===== src/rtl/dmem_lsu_if.sv =====
`default_nettype none
// ============================================================================
//  Module   : dmem_lsu_if
//  Purpose  : Bundles the pipeline request/response handshake and the
//             word-only data-memory bus of the load/store unit.
//  Ports    : req_*  - pipeline request (valid/ready handshake)
//             resp_* - one-cycle completion pulse with data/fault
//             mem_*  - word-aligned memory cycle, mem_rd combinational
//  Modports : slave  - the load/store unit itself
//             master - the environment (pipeline MEM stage + data memory)
//  Revision : 1.0  initial release
// ============================================================================
interface dmem_lsu_if;
   logic        req_valid;
   logic        req_ready;
   logic        req_we;
   logic [1:0]  req_size;
   logic        req_signed;
   logic [31:0] req_addr;
   logic [31:0] req_wdata;

   logic        resp_valid;
   logic [31:0] resp_rdata;
   logic        resp_fault;

   logic        mem_we;
   logic [31:0] mem_a;
   logic [31:0] mem_wd;
   logic [31:0] mem_rd;

   modport slave (
      input  req_valid, req_we, req_size, req_signed, req_addr, req_wdata,
      input  mem_rd,
      output req_ready, resp_valid, resp_rdata, resp_fault,
      output mem_we, mem_a, mem_wd
   );

   modport master (
      output req_valid, req_we, req_size, req_signed, req_addr, req_wdata,
      output mem_rd,
      input  req_ready, resp_valid, resp_rdata, resp_fault,
      input  mem_we, mem_a, mem_wd
   );
endinterface
`default_nettype wire


===== src/rtl/dmem_lsu.sv =====
`default_nettype none
// ============================================================================
//  Module   : dmem_lsu
//  Purpose  : Load/store initiator between the pipeline MEM stage and a
//             word-only data memory. Byte/half/word requests become
//             word-aligned memory cycles; sub-word stores use
//             read-modify-write; loads are lane-extracted and sign- or
//             zero-extended. Misaligned, illegal-size and out-of-range
//             accesses are faulted without touching memory.
//  Ports    : clk   - system clock, rising edge
//             reset - asynchronous, active-high reset
//             bus   - dmem_lsu_if.slave (request, response, memory bus)
//  Params   : MEM_WORDS - number of 32-bit words backed by memory
//  Revision : 1.0  initial release
// ============================================================================
module dmem_lsu #(
   parameter int MEM_WORDS = 512
) (
   input  wire logic   clk,
   input  wire logic   reset,
   dmem_lsu_if.slave   bus
);

   // Word-index limit at the width of addr[31:2].
   localparam logic [29:0] WORD_LIMIT = 30'(MEM_WORDS);

   localparam logic [1:0] SZ_BYTE = 2'b00;
   localparam logic [1:0] SZ_HALF = 2'b01;
   localparam logic [1:0] SZ_WORD = 2'b10;

   typedef enum logic [1:0] {
      S_IDLE = 2'd0,
      S_RD   = 2'd1,
      S_WR   = 2'd2,
      S_RESP = 2'd3
   } state_t;

   state_t      state;
   state_t      state_nx;

   // Request captured at acceptance; the pipeline inputs are don't-care
   // once the handshake completes.
   logic        we_q;
   logic [1:0]  size_q;
   logic        signed_q;
   logic [31:0] addr_q;
   logic [31:0] wdata_q;
   logic        fault_q;

   // Memory word captured during RD, used both for RMW merge and loads.
   logic [31:0] word_q;

   logic        accept;
   logic        fault_c;
   logic [31:0] merged;
   logic [7:0]  lane_b;
   logic [15:0] lane_h;
   logic [31:0] load_data;

   assign accept = (state == S_IDLE) && bus.req_valid;

   // -------------------------------------------------------------------------
   // Fault classification of the incoming request
   // -------------------------------------------------------------------------
   always_comb begin
      fault_c = 1'b0;
      case (bus.req_size)
         SZ_BYTE: fault_c = 1'b0;
         SZ_HALF: fault_c = bus.req_addr[0];
         SZ_WORD: fault_c = |bus.req_addr[1:0];
         default: fault_c = 1'b1;
      endcase
      if (bus.req_addr[31:2] >= WORD_LIMIT) begin
         fault_c = 1'b1;
      end
   end

   // -------------------------------------------------------------------------
   // State register
   // -------------------------------------------------------------------------
   always_ff @(posedge clk or posedge reset) begin
      if (reset) begin
         state <= S_IDLE;
      end else begin
         state <= state_nx;
      end
   end

   // -------------------------------------------------------------------------
   // Next-state logic
   // -------------------------------------------------------------------------
   always_comb begin
      state_nx = state;
      case (state)
         S_IDLE: begin
            if (bus.req_valid) begin
               if (fault_c) begin
                  state_nx = S_RESP;
               end else if (!bus.req_we) begin
                  state_nx = S_RD;
               end else if (bus.req_size == SZ_WORD) begin
                  state_nx = S_WR;
               end else begin
                  // Sub-word store: fetch the word first for the merge.
                  state_nx = S_RD;
               end
            end
         end
         S_RD:    state_nx = we_q ? S_WR : S_RESP;
         S_WR:    state_nx = S_RESP;
         S_RESP:  state_nx = S_IDLE;
         default: state_nx = S_IDLE;
      endcase
   end

   // -------------------------------------------------------------------------
   // Request latch
   // -------------------------------------------------------------------------
   always_ff @(posedge clk or posedge reset) begin
      if (reset) begin
         we_q     <= 1'b0;
         size_q   <= 2'b00;
         signed_q <= 1'b0;
         addr_q   <= 32'h0;
         wdata_q  <= 32'h0;
         fault_q  <= 1'b0;
      end else if (accept) begin
         we_q     <= bus.req_we;
         size_q   <= bus.req_size;
         signed_q <= bus.req_signed;
         addr_q   <= bus.req_addr;
         wdata_q  <= bus.req_wdata;
         fault_q  <= fault_c;
      end
   end

   // -------------------------------------------------------------------------
   // Read-word capture
   // -------------------------------------------------------------------------
   always_ff @(posedge clk or posedge reset) begin
      if (reset) begin
         word_q <= 32'h0;
      end else if (state == S_RD) begin
         word_q <= bus.mem_rd;
      end
   end

   // -------------------------------------------------------------------------
   // Store merge: replace the addressed little-endian lane(s) of word_q.
   // Word stores bypass the merge and write wdata directly.
   // -------------------------------------------------------------------------
   always_comb begin
      merged = word_q;
      case (size_q)
         SZ_BYTE: merged[{addr_q[1:0], 3'b000} +: 8]  = wdata_q[7:0];
         SZ_HALF: merged[{addr_q[1], 4'b0000} +: 16]  = wdata_q[15:0];
         default: merged = wdata_q;
      endcase
   end

   // -------------------------------------------------------------------------
   // Load extraction and extension
   // -------------------------------------------------------------------------
   assign lane_b = word_q[{addr_q[1:0], 3'b000} +: 8];
   assign lane_h = word_q[{addr_q[1], 4'b0000} +: 16];

   always_comb begin
      load_data = word_q;
      case (size_q)
         SZ_BYTE: load_data = {{24{signed_q & lane_b[7]}}, lane_b};
         SZ_HALF: load_data = {{16{signed_q & lane_h[15]}}, lane_h};
         default: load_data = word_q;
      endcase
   end

   // -------------------------------------------------------------------------
   // Outputs: decoded from state and latched request only, so an
   // asynchronous reset removes mem_we and any response at once.
   // -------------------------------------------------------------------------
   always_comb begin
      bus.req_ready  = 1'b0;
      bus.resp_valid = 1'b0;
      bus.resp_fault = 1'b0;
      bus.resp_rdata = 32'h0;
      bus.mem_we     = 1'b0;
      bus.mem_a      = 32'h0;
      bus.mem_wd     = 32'h0;
      case (state)
         S_IDLE: begin
            bus.req_ready = 1'b1;
         end
         S_RD: begin
            bus.mem_a = {addr_q[31:2], 2'b00};
         end
         S_WR: begin
            bus.mem_we = 1'b1;
            bus.mem_a  = {addr_q[31:2], 2'b00};
            bus.mem_wd = merged;
         end
         S_RESP: begin
            bus.resp_valid = 1'b1;
            bus.resp_fault = fault_q;
            // Stores and faults return zero data.
            if (!fault_q && !we_q) begin
               bus.resp_rdata = load_data;
            end
         end
         default: begin
            bus.req_ready = 1'b0;
         end
      endcase
   end

endmodule
`default_nettype wire

===== src/flat_wrapper.sv =====
// flat-port wrapper written by rule: the top's interface ports become plain ports
module dmem_lsu_flat 
#(
   parameter int MEM_WORDS = 512
)
  (clk, reset, bus_req_valid, bus_req_we, bus_req_size, bus_req_signed, bus_req_addr, bus_req_wdata, bus_mem_rd, bus_req_ready, bus_resp_valid, bus_resp_rdata, bus_resp_fault, bus_mem_we, bus_mem_a, bus_mem_wd);
  dmem_lsu_if bus_i ();
  input  wire logic clk;
  input  wire logic reset;
  input wire logic [$bits(bus_i.req_valid)-1:0] bus_req_valid;
  input wire logic [$bits(bus_i.req_we)-1:0] bus_req_we;
  input wire logic [$bits(bus_i.req_size)-1:0] bus_req_size;
  input wire logic [$bits(bus_i.req_signed)-1:0] bus_req_signed;
  input wire logic [$bits(bus_i.req_addr)-1:0] bus_req_addr;
  input wire logic [$bits(bus_i.req_wdata)-1:0] bus_req_wdata;
  input wire logic [$bits(bus_i.mem_rd)-1:0] bus_mem_rd;
  output wire logic [$bits(bus_i.req_ready)-1:0] bus_req_ready;
  output wire logic [$bits(bus_i.resp_valid)-1:0] bus_resp_valid;
  output wire logic [$bits(bus_i.resp_rdata)-1:0] bus_resp_rdata;
  output wire logic [$bits(bus_i.resp_fault)-1:0] bus_resp_fault;
  output wire logic [$bits(bus_i.mem_we)-1:0] bus_mem_we;
  output wire logic [$bits(bus_i.mem_a)-1:0] bus_mem_a;
  output wire logic [$bits(bus_i.mem_wd)-1:0] bus_mem_wd;
  assign bus_i.req_valid = bus_req_valid;
  assign bus_i.req_we = bus_req_we;
  assign bus_i.req_size = bus_req_size;
  assign bus_i.req_signed = bus_req_signed;
  assign bus_i.req_addr = bus_req_addr;
  assign bus_i.req_wdata = bus_req_wdata;
  assign bus_i.mem_rd = bus_mem_rd;
  assign bus_req_ready = bus_i.req_ready;
  assign bus_resp_valid = bus_i.resp_valid;
  assign bus_resp_rdata = bus_i.resp_rdata;
  assign bus_resp_fault = bus_i.resp_fault;
  assign bus_mem_we = bus_i.mem_we;
  assign bus_mem_a = bus_i.mem_a;
  assign bus_mem_wd = bus_i.mem_wd;
  dmem_lsu #(.MEM_WORDS(MEM_WORDS)) u_core (.clk(clk), .reset(reset), .bus(bus_i));
endmodule

===== config.mk =====
export PLATFORM = sky130hd
export DESIGN_NAME = dmem_lsu_flat
export DESIGN_NICKNAME = d
export VERILOG_FILES = /design/src/rtl/dmem_lsu_if.sv /design/src/rtl/dmem_lsu.sv /design/src/flat_wrapper.sv
export SDC_FILE = /design/constraint.sdc
export NUM_CORES = 1
export LEC_CHECK = 0
export ABC_AREA = 1
export ABC_CLOCK_PERIOD_IN_PS = 5000
export BUFFER_PORTS_ARGS = -buffer_cell sky130_fd_sc_hd__buf_2
export CORE_ASPECT_RATIO = 1.75
export CORE_UTILIZATION = 40
export DETAILED_ROUTE_END_ITERATION = 16
export PLACE_DENSITY = 0.73
export RECOVER_POWER = 100
export REMOVE_ABC_BUFFERS = 1
export SLEW_MARGIN = 30
export SYNTH_ARGS = -nofsm -noshare
export SYNTH_HDL_FRONTEND = slang
export SYNTH_SLANG_ARGS = --single-unit
export TNS_END_PERCENT = 5

===== constraint.sdc =====
create_clock -name clk -period 5 [get_ports clk]
set_clock_uncertainty 0.1 [all_clocks]
set_input_delay 0 -clock clk [delete_from_list [all_inputs] [get_ports clk]]
set_output_delay 0 -clock clk [all_outputs]
set_load 0.005 [all_outputs]

==> results.md <==
- CTS Buffer Depth: 2
- First-pass GRT wire length: 37400 microns
- Setup violations, final: 0
- Die X: 99.2 microns
- Drt drc: 0
- Max VDD drop: 0.000251 V
- Final #Nets: between 1000 and 1500
- Crit Path Class: register to output port
- Num CTS Buffers: 9
- HPWL after DPL: 16400 microns
- Setup TNS: 0 ps
- CP max FO: 45
- Pre-CTS WS: 2210 ps
- Initial antenna violation count: 0
- Critical Path End Type: output port
- Die area: 17100 sq um
- HP Class: primary input to register
- Synth cell types: 29
- Worst endpoint required time: 4900 ps
- Detailed router's first-iteration violation count: 542
- CP arrival: between 3000 and 4000 ps
- All-Layer GR Usage: 28.4%
- Failing checks: max-capacitance violations, max-slew violations
- Routed vias/inst: ~5.3
- Antenna diodes: 0
- Mapped cell area: 6610 sq um
- FF+latch count, synth: 103
- IO Pins: 203
- I/O Buffers: 200
- Top cell type's share of synthesized area: 39.0%
- Starting Density: 41.2%
- Routed len/inst: 16.4 microns
- GRT overflow: 0
- Crit path time final: around 3800 ps
- Core Area: 16000 sq um
- Critical path startpoint category: register
- CTS tree: yes
- Share of layout cells above drive strength 1: approximately 15%
- Fin worst setup slack: 1240 ps
- Yosys synthesis warning count: 0
- Chip height: 172 microns
- Max-cap viol count: 5
- Routed WL: 24200 microns
- Syn Inst Count: approximately 1000
- Post-synth ARST share: 100%
- Final slew viol count: 266
- Final hold violations: 0
- Clk sinks: 103
- Filler cell count: 1559
- RSZ-0062 raised after global routing: no
- R2R Setup Slk: 1560 ps
- Primary FF master, synth: dfrtp_1
- Seq/Total Area, Yosys: ~40%
- Pre-antenna DRT Iters: 5
- Antenna viol nets, final: 0
- CTS clock-pin slew for the worst setup and hold paths: 70 ps
- # hold bufs at CTS: 102
- Largest area contributor in the netlist: dfrtp_1
- Area Overhead vs Synth: 33.7%
- P_leak: 4.55 nW
- Synth top cells by count: nand2_1 (349), o21ai_0 (141), inv_1 (105)
- Synth top area cells: dfrtp_1 (39%), nand2_1 (20%), o21ai_0 (11%)
- Largest net degree at the start of global routing: 70
- Slew HR: -115%
- Root Driver: clkbuf_16
- Final Wtd Congestion: 0.968
- Number of synthesized flops with an enable pin: 0
- Worst-Margin Slew: 3210 ps
- Count leader, synth: nand2_1
- CTS H-tree depth: 3
- Ratio of final minimum period to clock period: 75.2%
- FP Rows: 61
- Status: complete, but fails checks
- Post-cts sizing count: 0
- PD cells: about 600 nW/um^2
- Syn Area/Cell: around 6.5 sq um
- # Post-CTS Setup Buffers: 0
- Vias post-DR: 7791
- Peak Freq: 266 MHz
- Number of global-route vias before repair: 7613
- Later-pin clock latency in the skew report: 350 ps
## worst max-delay path, cell delays in order (launching register included)
cell and delay (ps):
dfrtp_1 370, buf_4 270, inv_1 400, nand2_1 120
nand3_1 120, nand4_1 1180, a21oi_1 700, clkbuf_1 160
## worst paths after layout
check,start,to,depth (start not counted)
worst min register to register,u_core.wdata_q[26]$_DFFE_PP0P_,u_core.wdata_q[26]$_DFFE_PP0P_,2
max in group asynchronous,reset,u_core.word_q[31]$_DFFE_PP0N_,4
worst max register to register,u_core.state[0]$_DFFE_PP0P_,u_core.state[0]$_DFFE_PP0P_,7
worst max-delay path,u_core.addr_q[1]$_DFFE_PP0P_,bus_resp_rdata[15],7
worst min-delay path,bus_req_valid,u_core.state[0]$_DFFE_PP0P_,6
min in group asynchronous,reset,u_core.addr_q[10]$_DFFE_PP0P_,3
## cells by family after synthesis
logic type / after synthesis / share of synthesized area (%)
AO/OA/AOI/OAI: 242 / 18.9
adder cells (fa/ha/maj): 9 / 1.70
buffers and inverters: 173 / 10.6
flip-flops: 103 / 39.0
multiplexers: 2 / 0.341
other: 1 / 0.0567
AND/OR/NAND/NOR: 486 / 29.4
## cell usage in the layout (no fill, tap or decap), types with 2 or more instances in the layout
cell type / instances
inv_6: 2
a21oi_2: 7
clkinv_4: 2
nand4_1: 4
inv_8: 2
buf_2: 129
inv_1: 105
o21ai_0: 141
nand2_1: 348
conb_1: 2
dlygate4sd3_1: 102
nand3_1: 38
ha_1: 9
buf_4: 3
clkbuf_1: 58
a21oi_1: 91
inv_2: 6
nor2_1: 85
mux2_2: 2
clkbuf_16: 9
nor3_1: 3
clkbuf_2: 19
dfrtp_1: 103
o21ai_1: 2
nor2_4: 3
## per-layer routing
metal / share of wire [%] / global-route usage [%]
met2: 51 / 50.4
met5: 0 / 0
met4: 6.3 / 20.7
met3: 6.0 / 3.88
met1: 36 / 30.8
## through the flow
step / cell area, sq um / utilization [%] / std cells / total power, mW / hold slack (ps)
2_1_floorplan: 6340 / - / 957 / 3.39 / 9.62
3_3_place_gp: 7660 / 47.8 / 1355 / 4.48 / 95.5
3_5_place_dp: 7660 / 47.8 / 1355 / 4.54 / 99.6
4_1_cts: 8970 / 56.0 / 1473 / 5.31 / 0.187
5_1_grt: 8840 / 55.2 / 1473 / 5.76 / 46.3
6_report: 8840 / 55.2 / 1473 / 5.31 / 9.48
## state kept, by name, indices dropped and copies added, names as in the netlist
register	cells
u_core.addr_q	32
u_core.we_q	1
u_core.fault_q	1
u_core.wdata_q	32
u_core.word_q	32
u_core.state	2
u_core.signed_q	1
u_core.size_q	2
## power breakdown
part	internal, mW	switching (mW)	leakage (nW)
combinational	0.975	2.05	3.13
clock	0.350	0.354	0.144
sequential	1.24	0.349	1.27
## layout make-up
cell class / instances / area, sq um / area share, %
Inverter: 113 / 425 / 4.81
Tap cell: 189 / 236 / 2.67
Timing Repair Buffer: 311 / 2000 / 22.6
Clock inverter: 7 / 62.6 / 0.708
Sequential cell: 103 / 2580 / 29.2
Clock buffer: 9 / 225 / 2.55
Multi-Input combinational cell: 741 / 3310 / 37.5
Power figures use the tool's default switching activity.
